[config.mk]
export PLATFORM = sky130hd
export DESIGN_NAME = fifo_drain_flat
export DESIGN_NICKNAME = d
export VERILOG_FILES = /design/src/rtl/fifo_drain_if.sv /design/src/rtl/fifo_drain.sv /design/src/flat_wrapper.sv
export SDC_FILE = /design/constraint.sdc
export NUM_CORES = 1
export LEC_CHECK = 0
export CORE_UTILIZATION = 38
export DETAILED_ROUTE_END_ITERATION = 10
export HOLD_SLACK_MARGIN = 0.05
export PLACE_DENSITY = 0.82
export SLEW_MARGIN = 40
export SYNTH_ARGS = -nofsm -noshare
export SYNTH_HDL_FRONTEND = slang
export SYNTH_SLANG_ARGS = --single-unit
[constraint.sdc]
create_clock -name clk -period 3.16 [get_ports clk]
set_input_delay 0.632 -clock clk [delete_from_list [all_inputs] [get_ports clk]]
set_output_delay 0.632 -clock clk [all_outputs]
set_load 0.03 [all_outputs]
[src/rtl/fifo_drain_if.sv]
// Bus bundle between the ring-buffer drain block, its data-memory port and
// the UART transmitter input.  The drain block is the master of both the
// memory strobes and the TX valid/ready handshake.
interface fifo_drain_if;
   logic        mem_re;
   logic        mem_we;
   logic [29:0] mem_addr;
   logic [31:0] mem_wdata;
   logic [31:0] mem_rdata;
   logic [7:0]  tx_data;
   logic        tx_valid;
   logic        tx_ready;

   modport master (
      output mem_re, mem_we, mem_addr, mem_wdata, tx_data, tx_valid,
      input  mem_rdata, tx_ready
   );

   modport slave (
      input  mem_re, mem_we, mem_addr, mem_wdata, tx_data, tx_valid,
      output mem_rdata, tx_ready
   );
endinterface

[src/rtl/fifo_drain.sv]
// fifo_drain: hardware consumer of the software byte ring buffer.
// Polls the producer write pointer, fetches each pending byte, hands it to the
// UART over valid/ready and then publishes the advanced read pointer so the
// producer can reuse the slot.  Memory has a registered address, so read data
// is consumed in the state after the one that raised mem_re.
module fifo_drain #(
   parameter int unsigned DEPTH     = 10,
   parameter logic [29:0] BUF_BASE  = 30'h1fff0000,
   parameter logic [29:0] WPTR_ADDR = 30'h1fff0015,
   parameter logic [29:0] RPTR_ADDR = 30'h1fff0016
) (
   input  logic         clk,
   input  logic         rst,
   input  logic         en,
   fifo_drain_if.master bus,
   output logic [15:0]  bytes_sent,
   output logic         err,
   output logic         busy
);

   typedef enum logic [2:0] {
      ST_INIT = 3'd0,
      ST_IDLE = 3'd1,
      ST_WPTR = 3'd2,
      ST_DATA = 3'd3,
      ST_SEND = 3'd4,
      ST_WRP  = 3'd5
   } state_t;

   state_t      state_r;
   logic [3:0]  rptr_r;
   logic [7:0]  tx_data_r;
   logic        tx_valid_r;
   logic [15:0] bytes_sent_r;
   logic        err_r;

   logic [3:0]  rptr_next_s;
   logic        wptr_bad_s;
   logic        wptr_empty_s;
   logic        mem_re_s;
   logic        mem_we_s;
   logic [29:0] mem_addr_s;
   logic [31:0] mem_wdata_s;
   logic        busy_s;

   // Ring pointer advance: wraps at the last entry, not at the 4-bit limit.
   function automatic logic [3:0] ptr_advance(input logic [3:0] ptr);
      logic [3:0] nxt;
      if (ptr == 4'(DEPTH - 1)) begin
         nxt = 4'd0;
      end else begin
         nxt = ptr + 4'd1;
      end
      return nxt;
   endfunction

   assign rptr_next_s  = ptr_advance(rptr_r);
   // The whole 32-bit word is range-checked so garbage in the upper bits is caught.
   assign wptr_bad_s   = (bus.mem_rdata >= 32'(DEPTH));
   assign wptr_empty_s = (bus.mem_rdata[3:0] == rptr_r);

   // Control FSM with the registered TX outputs, counters and sticky error.
   always_ff @(posedge clk) begin
      if (rst) begin
         state_r      <= ST_INIT;
         rptr_r       <= 4'd0;
         tx_data_r    <= 8'd0;
         tx_valid_r   <= 1'b0;
         bytes_sent_r <= 16'd0;
         err_r        <= 1'b0;
      end else begin
         case (state_r)
            ST_INIT: begin
               state_r <= ST_IDLE;
            end
            ST_IDLE: begin
               if (en && !err_r) begin
                  state_r <= ST_WPTR;
               end else begin
                  state_r <= ST_IDLE;
               end
            end
            ST_WPTR: begin
               if (wptr_bad_s) begin
                  err_r   <= 1'b1;
                  state_r <= ST_IDLE;
               end else if (wptr_empty_s) begin
                  state_r <= ST_IDLE;
               end else begin
                  state_r <= ST_DATA;
               end
            end
            ST_DATA: begin
               tx_data_r  <= bus.mem_rdata[7:0];
               tx_valid_r <= 1'b1;
               state_r    <= ST_SEND;
            end
            ST_SEND: begin
               if (bus.tx_ready) begin
                  tx_valid_r   <= 1'b0;
                  rptr_r       <= rptr_next_s;
                  bytes_sent_r <= bytes_sent_r + 16'd1;
                  state_r      <= ST_WRP;
               end else begin
                  state_r <= ST_SEND;
               end
            end
            ST_WRP: begin
               state_r <= ST_IDLE;
            end
            default: begin
               state_r <= ST_INIT;
            end
         endcase
      end
   end

   // Memory strobes, address and write data decoded from state; all quiet in reset.
   always_comb begin
      mem_re_s    = 1'b0;
      mem_we_s    = 1'b0;
      mem_addr_s  = 30'd0;
      mem_wdata_s = 32'd0;
      busy_s      = 1'b0;
      if (rst) begin
         busy_s = 1'b0;
      end else begin
         busy_s = (state_r != ST_IDLE);
         case (state_r)
            ST_INIT: begin
               mem_we_s    = 1'b1;
               mem_addr_s  = RPTR_ADDR;
               mem_wdata_s = 32'd0;
            end
            ST_IDLE: begin
               if (en && !err_r) begin
                  mem_re_s   = 1'b1;
                  mem_addr_s = WPTR_ADDR;
               end else begin
                  mem_re_s   = 1'b0;
               end
            end
            ST_WPTR: begin
               if (!wptr_bad_s && !wptr_empty_s) begin
                  mem_re_s   = 1'b1;
                  mem_addr_s = BUF_BASE + {26'd0, rptr_r};
               end else begin
                  mem_re_s   = 1'b0;
               end
            end
            ST_WRP: begin
               // rptr_r was advanced on the handshake edge.
               mem_we_s    = 1'b1;
               mem_addr_s  = RPTR_ADDR;
               mem_wdata_s = {28'd0, rptr_r};
            end
            default: begin
               mem_re_s = 1'b0;
               mem_we_s = 1'b0;
            end
         endcase
      end
   end

   assign bus.mem_re    = mem_re_s;
   assign bus.mem_we    = mem_we_s;
   assign bus.mem_addr  = mem_addr_s;
   assign bus.mem_wdata = mem_wdata_s;
   assign bus.tx_data   = tx_data_r;
   assign bus.tx_valid  = tx_valid_r;
   assign bytes_sent    = bytes_sent_r;
   assign err           = err_r;
   assign busy          = busy_s;

endmodule

[src/flat_wrapper.sv]
// flat-port wrapper written by rule: the top's interface ports become plain ports
module fifo_drain_flat 
#(
   parameter int unsigned DEPTH     = 10,
   parameter logic [29:0] BUF_BASE  = 30'h1fff0000,
   parameter logic [29:0] WPTR_ADDR = 30'h1fff0015,
   parameter logic [29:0] RPTR_ADDR = 30'h1fff0016
)
  (clk, rst, en, bytes_sent, err, busy, bus_mem_re, bus_mem_we, bus_mem_addr, bus_mem_wdata, bus_tx_data, bus_tx_valid, bus_mem_rdata, bus_tx_ready);
  fifo_drain_if bus_i ();
  input  logic clk;
  input  logic rst;
  input  logic en;
  output logic [15:0] bytes_sent;
  output logic err;
  output logic busy;
  output wire logic [$bits(bus_i.mem_re)-1:0] bus_mem_re;
  output wire logic [$bits(bus_i.mem_we)-1:0] bus_mem_we;
  output wire logic [$bits(bus_i.mem_addr)-1:0] bus_mem_addr;
  output wire logic [$bits(bus_i.mem_wdata)-1:0] bus_mem_wdata;
  output wire logic [$bits(bus_i.tx_data)-1:0] bus_tx_data;
  output wire logic [$bits(bus_i.tx_valid)-1:0] bus_tx_valid;
  input wire logic [$bits(bus_i.mem_rdata)-1:0] bus_mem_rdata;
  input wire logic [$bits(bus_i.tx_ready)-1:0] bus_tx_ready;
  assign bus_mem_re = bus_i.mem_re;
  assign bus_mem_we = bus_i.mem_we;
  assign bus_mem_addr = bus_i.mem_addr;
  assign bus_mem_wdata = bus_i.mem_wdata;
  assign bus_tx_data = bus_i.tx_data;
  assign bus_tx_valid = bus_i.tx_valid;
  assign bus_i.mem_rdata = bus_mem_rdata;
  assign bus_i.tx_ready = bus_tx_ready;
  fifo_drain #(.DEPTH(DEPTH), .BUF_BASE(BUF_BASE), .WPTR_ADDR(WPTR_ADDR), .RPTR_ADDR(RPTR_ADDR)) u_core (.clk(clk), .rst(rst), .en(en), .bus(bus_i), .bytes_sent(bytes_sent), .err(err), .busy(busy));
endmodule
==> qor.yml, run 1 <==
status: "complete, no violations"
vdd.ir_drop.worst_mv: 0.263
vias_per_cell: 4.87
grt_antenna_before_repair: 0
cp-end-kind: "output port"
synthCells: 250
slew_violations: 0
gr-total-overflow: 0
path_cells: "clkdlybuf4s50_1 -> nor4_2 -> nand4_1 -> buf_4 -> or2_2 -> o21ai_0 -> buf_4"
grt_max_degree: 35
cp_top_family: "buffers and inverters"
combPwrFrac: 0.271
n_antenna_cell: 0
fmax_ghz: 0.319
wirelength_um: 5200
place_ws_ps: 38.6
area_growth_pct: 43.5
sw_frac_of_total: 0.327
clkSlewWorstSetupHoldPaths_ps: 80
timing.final.crit_share: 0.993
ys_seq_area_frac: 0.316
slowest_delay_ps: 460
tightest_slew_ps: 571
cts-htree-levels: 2
root_buffer: "clkbuf_8"
drtIter0Drc: 65
grt_pass1_wl_um: 7800
powerDensity_nw_per_um2: 351
vias: 1933
post-route-worst-setup-slack_ps: 22.5
fp-row-count: 26
ys_ff_latch: 33
cp_data_required_time_ps: 2530
grt-busiest-layer: "met2"
crit_buf_inv: 3
holdBufCountCts: 0
use_met1: 0.190
hold_end: "u_core.bus.tx_valid"
clock_sinks: 33
async_reset_ff_frac: 0
worstHoldStart: "u_core.bus.tx_valid"
path_class: "primary input to output port"
yosysTopAreaCell: "dfxtp_1"
wl_per_cell_um: 13.1
worstReg2RegEnd: "u_core.bytes_sent[14]"
rrSetupSlack_ps: 1240
crit_slowest_cell: "clkdlybuf4s50_1"
cts-buffers-inserted: 5
gp_congestion: 0.801
netSwitchingPower_uw: 345
whs_ps: 473
grt_use_total: 0.163
ios: 127
use_met2: 0.286
synth-warning-count: 0
hp-class: "flop to flop"
drt_pass1_iterations: 5
arrival_ps: 2510
synth_edf_count: 0
p_int_uw: 710
drive_gt1_frac: 0.168
path_max_fanout: 3
yosys.area.top_type_share: 0.316
portBuffers: 86
met3_usage: 0.0503
max_cap_viol_count: 0
setup_viol: 0
pwr-share-clk: 0.322
chipHeight_um: 76.2
syn_area_sq_um: 2090
utilization: 0.577
r2r-start: "u_core.bytes_sent[0]"
cpMostUsedCell: "buf_4"
start_kind: "primary input"
die_w_um: 76.2
cts_tree: "done"
hold_violations: 0
leakage_uw: 0.00127
dpl.hpwl_um: 3670
finalCriticalPeriod_ps: 3140
ys_types: 41
nets: 363
clock_path_buffers: 2
p_total_uw: 1060
grt_pass1_vias: 1670
power_frac_seq: 0.407
fp.dieArea_sq_um: 5810
synth_ff_type: "dfxtp_1"
synth_common_cells: "buf_4 (53), dfxtp_1 (33), nor2_1 (23), a21oi_1 (13), nand2_1 (13)"
max_slew_margin: 0.618
min_path_cells: 2
reg2regPathDepth: 5
ant_nets: 0
initial_core_util: 0.402
core_area_sq_um: 5200
synth.area.top_cells: "dfxtp_1 (32%), buf_4 (19%), mux2i_1 (4.3%)"
syn_avg_cell_area_sq_um: 8.37
skew_ps: 11.9
yosys.cell_count.top_type: "buf_4"
worstSkewPairLatency_ps: 290
drcViolationCount: 0
layer usage:
metal	share of wire	vias up	wire length (um)
li1	-	934	-
met1	0.39	909	2030
met2	0.54	84	2810
met3	0.058	6	301
met4	0.0092	0	48
met5	0	-	0
layout by cell type, fill, tap and decap left out, types with 2 or more instances in the layout:
cell	Yosys	final
o21ai_0	11	11
conb_1	1	40
and4_1	2	2
buf_6	2	7
dlymetal6s2s_1	0	10
buf_4	53	17
clkbuf_8	0	6
nor2_1	23	23
dfxtp_1	33	33
a21oi_1	13	13
or4_1	2	2
or3_1	5	5
or3b_2	2	2
nor4_2	0	4
and2_1	5	5
nand3_1	6	6
o21bai_1	2	2
o31ai_1	2	2
nor3_1	3	3
nand2_1	13	13
xor2_1	4	4
nand4_1	10	10
nor2b_1	5	5
xnor2_1	10	10
a31o_2	2	2
nor4_1	9	4
mux2i_1	9	9
buf_8	0	6
clkdlybuf4s50_1	0	51
timing repair:
item,in CTS,in global routing
gates resized for setup,0,36
endpoints found under the setup margin,0,17
buffers inserted,0,1
sequential cells by signal (all words and copies together), names as in the netlist:
signal and cells:
u_core.err 1, u_core.bus.tx_valid 1, u_core.bytes_sent 16, u_core.bus.tx_data 8
u_core.rptr_r 4, u_core.state_r 3
stage by stage:
stage / setup TNS, ps / cell area, sq um / cells
after global placement: 0 / 2730 / 387
after global routing: -527 / 3000 / 397
after detailed placement: 0 / 2730 / 387
after floorplan: 0 / 2240 / 289
after CTS: 0 / 2830 / 395
final: 0 / 3000 / 397
layout make-up:
class | instances | area [sq um]
Timing Repair Buffer | 93 | 977
Tap cell | 70 | 87.6
Sequential cell | 33 | 661
Clock buffer | 6 | 82.6
Clock inverter | 2 | 13.8
Inverter | 1 | 3.75
Multi-Input combinational cell | 192 | 1180
Fill cell | 468 | 2200
tightest hold or removal path: stages, from the launching register on:
cell and delay, ps:
dfxtp_1 320, nand2_1 50, a21oi_1 50
worst max-delay path by stage:
stage | cells past startpoint | slack, ps | endpoint | from
after floorplan | 5 | 70 | bus_mem_addr[17] | rst
after global placement | 7 | 80 | bus_mem_addr[16] | bus_mem_rdata[4]
after detailed placement | 7 | 40 | bus_mem_addr[21] | bus_mem_rdata[4]
after CTS | 7 | 30 | bus_mem_addr[21] | bus_mem_rdata[4]
after global routing | 7 | -100 | bus_mem_re | bus_mem_rdata[7]
final | 7 | 20 | bus_mem_re | bus_mem_rdata[7]
cells by family (layout without fill, tap and decap cells):
family	after synthesis	count (layout)	synth area share
compound gates	34	34	0.0956
xor+xnor	14	14	0.0586
fa+ha+maj	1	1	0.00598
buf+inv	64	102	0.218
flops	33	33	0.316
mux	9	9	0.0430
other cells	1	40	0.00179
simple gates	94	94	0.261
power by group through the flow:
stage               Clock, uW  Combinational [uW]  Sequential, uW
CTS                       347                 255             428
floorplan                   0                 211             438
detailed placement          0                 255             438
global placement            0                 252             437
global route              365                 299             430
finish                    340                 286             429
Note: power is estimated with default switching activity, not from simulation.
==> run 2, diff against run 1 <==
--- a/config.mk
+++ b/config.mk
@@ -5,10 +5,9 @@
 export SDC_FILE = /design/constraint.sdc
 export NUM_CORES = 1
 export LEC_CHECK = 0
-export CORE_UTILIZATION = 38
+export CORE_UTILIZATION = 25
 export DETAILED_ROUTE_END_ITERATION = 10
 export HOLD_SLACK_MARGIN = 0.05
-export PLACE_DENSITY = 0.82
 export SLEW_MARGIN = 40
 export SYNTH_ARGS = -nofsm -noshare
 export SYNTH_HDL_FRONTEND = slang
==> qor.yml, run 2 (synthesis results as in run 1) <==
path_cells: "clkdlybuf4s50_1 -> nor4_1 -> nand4_1 -> buf_4 -> or2_2 -> o21ai_0 -> buf_4"
portBuffers: 86
stdcell_count: 432
max_slew_margin: 0.646
final_common_cell: "clkdlybuf4s50_1"
drcViolationCount: 0
powerDensity_nw_per_um2: 379
wirelength_um: 5050
chipHeight_um: 93.5
worstHoldStart: "u_core.bus.tx_valid"
status: "complete, no violations"
clkSlewWorstSetupHoldPaths_ps: 70
path_max_fanout: 3
grt_max_degree: 33
ios: 127
drtIter0Drc: 90
arrival_ps: 2460
wl_per_cell_um: 11.7
cp_data_required_time_ps: 2530
finalCriticalPeriod_ps: 3090
dpl.hpwl_um: 3840
area_growth_pct: 39.7
utilization: 0.358
cts-htree-levels: 2
timing.final.crit_share: 0.977
r2r-start: "u_core.bytes_sent[0]"
cts-buffers-inserted: 5
slew_violations: 0
grt_pass1_wl_um: 8310
leakage_uw: 0.00115
drive_gt1_frac: 0.159
die_w_um: 93.5
start_kind: "primary input"
vdd.ir_drop.worst_mv: 0.144
largest_reg_flops: 16
post-route-worst-setup-slack_ps: 72.4
cp_top_family: "simple AND/OR/NAND/NOR gates"
gr-total-overflow: 0
grt_use_total: 0.122
max_cap_viol_count: 0
min_path_cells: 2
root_buffer: "clkbuf_8"
hp-class: "flop to flop"
skew_ps: 2.80
tightest_slew_ps: 529
clock_sinks: 33
clock_path_buffers: 2
crit_buf_inv: 3
vias: 1905
crit_slowest_cell: "clkdlybuf4s50_1"
rrSetupSlack_ps: 1250
place_ws_ps: 60.2
cts_tree: "done"
initial_core_util: 0.256
reg2regPathDepth: 5
setup_viol: 0
slowest_delay_ps: 410
placed_cells: 423
gp_congestion: 0.730
vias_per_cell: 4.41
n_antenna_cell: 0
hold_end: "u_core.bus.tx_valid"
fmax_ghz: 0.324
path_class: "primary input to output port"
cp-end-kind: "output port"
hold_violations: 0
mostFrequentLayoutCells: "clkdlybuf4s50_1 (61), conb_1 (40), dfxtp_1 (33)"
worstSkewPairLatency_ps: 290
fp-row-count: 33
grt_antenna_before_repair: 0
cpMostUsedCell: "buf_4"
p_total_uw: 1110
fp.dieArea_sq_um: 8740
core_area_sq_um: 8180
ant_nets: 0
nets: 363
grt_pass1_vias: 1794
worstReg2RegEnd: "u_core.bytes_sent[14]"
drt_pass1_iterations: 4
[run 2: changes by cell type in the layout (fill, tap and decap cells not counted), sizes merged]
cell,change
clkdlybuf4s50,+10
dlymetal6s2s,-10
clkinv,-2
buf,+1
bufinv,+1
[run 2: what timing repair did]
action | 4_1_cts | 5_1_grt
setup buffers | 0 | 1
resized for setup | 0 | 4
hold buffers | 0 | 0
setup endpoints to repair | 0 | 16
[run 2: worst max path at each step]
| stage | from | to | slack [ps] | depth (start not counted) |
|---|---|---|---|---|
| after detailed placement | bus_mem_rdata[5] | bus_mem_addr[26] | 60 | 7 |
| after global routing | bus_mem_rdata[31] | bus_mem_addr[0] | -20 | 7 |
| final | bus_mem_rdata[26] | bus_mem_addr[0] | 70 | 7 |
| after floorplan | rst | bus_mem_addr[17] | 70 | 5 |
| after CTS | bus_mem_rdata[5] | bus_mem_addr[26] | 50 | 7 |
| after global placement | bus_mem_rdata[4] | bus_mem_addr[16] | 90 | 7 |
[run 2: power breakdown]
part / switching (uW) / internal, uW / total (uW)
clock: 164 / 257 / 422
sequential: 7.86 / 421 / 429
combinational: 163 / 95.6 / 258
total: 335 / 773 / 1110
[run 2: tightest hold or removal path, delay by kind of cell, from the launching register on]
kind             cells  cell delay, ps
flip-flops           1             320
AO/OA/AOI/OAI        1              50
AND/OR/NAND/NOR      1              60
[run 2: layout make-up]
class                           count  area (sq um)
Timing Repair Buffer               93           867
Inverter                            1          3.75
Fill cell                         864          5250
Multi-Input combinational cell    192          1150
Clock inverter                      1          30.0
Tap cell                          105           131
Clock buffer                        7          86.3
Sequential cell                    33           661
[run 2: through the flow]
stage / TNS, ps / hold WS [ps] / area, sq um
finish: 0 / 478 / 2930
global route: -58.5 / 515 / 2930
CTS: 0 / 480 / 2900
detailed placement: 0 / 469 / 2780
global placement: 0 / 465 / 2780
floorplan: 0 / 497 / 2240
[run 2: layer usage]
layer,routed length (um),vias up,share of wire,GRT usage
met5,0,-,0,0
met4,107,0,0.021,0.0577
met3,453,10,0.090,0.0455
met2,2220,95,0.44,0.191
met1,2270,864,0.45,0.148
li1,-,936,-,-
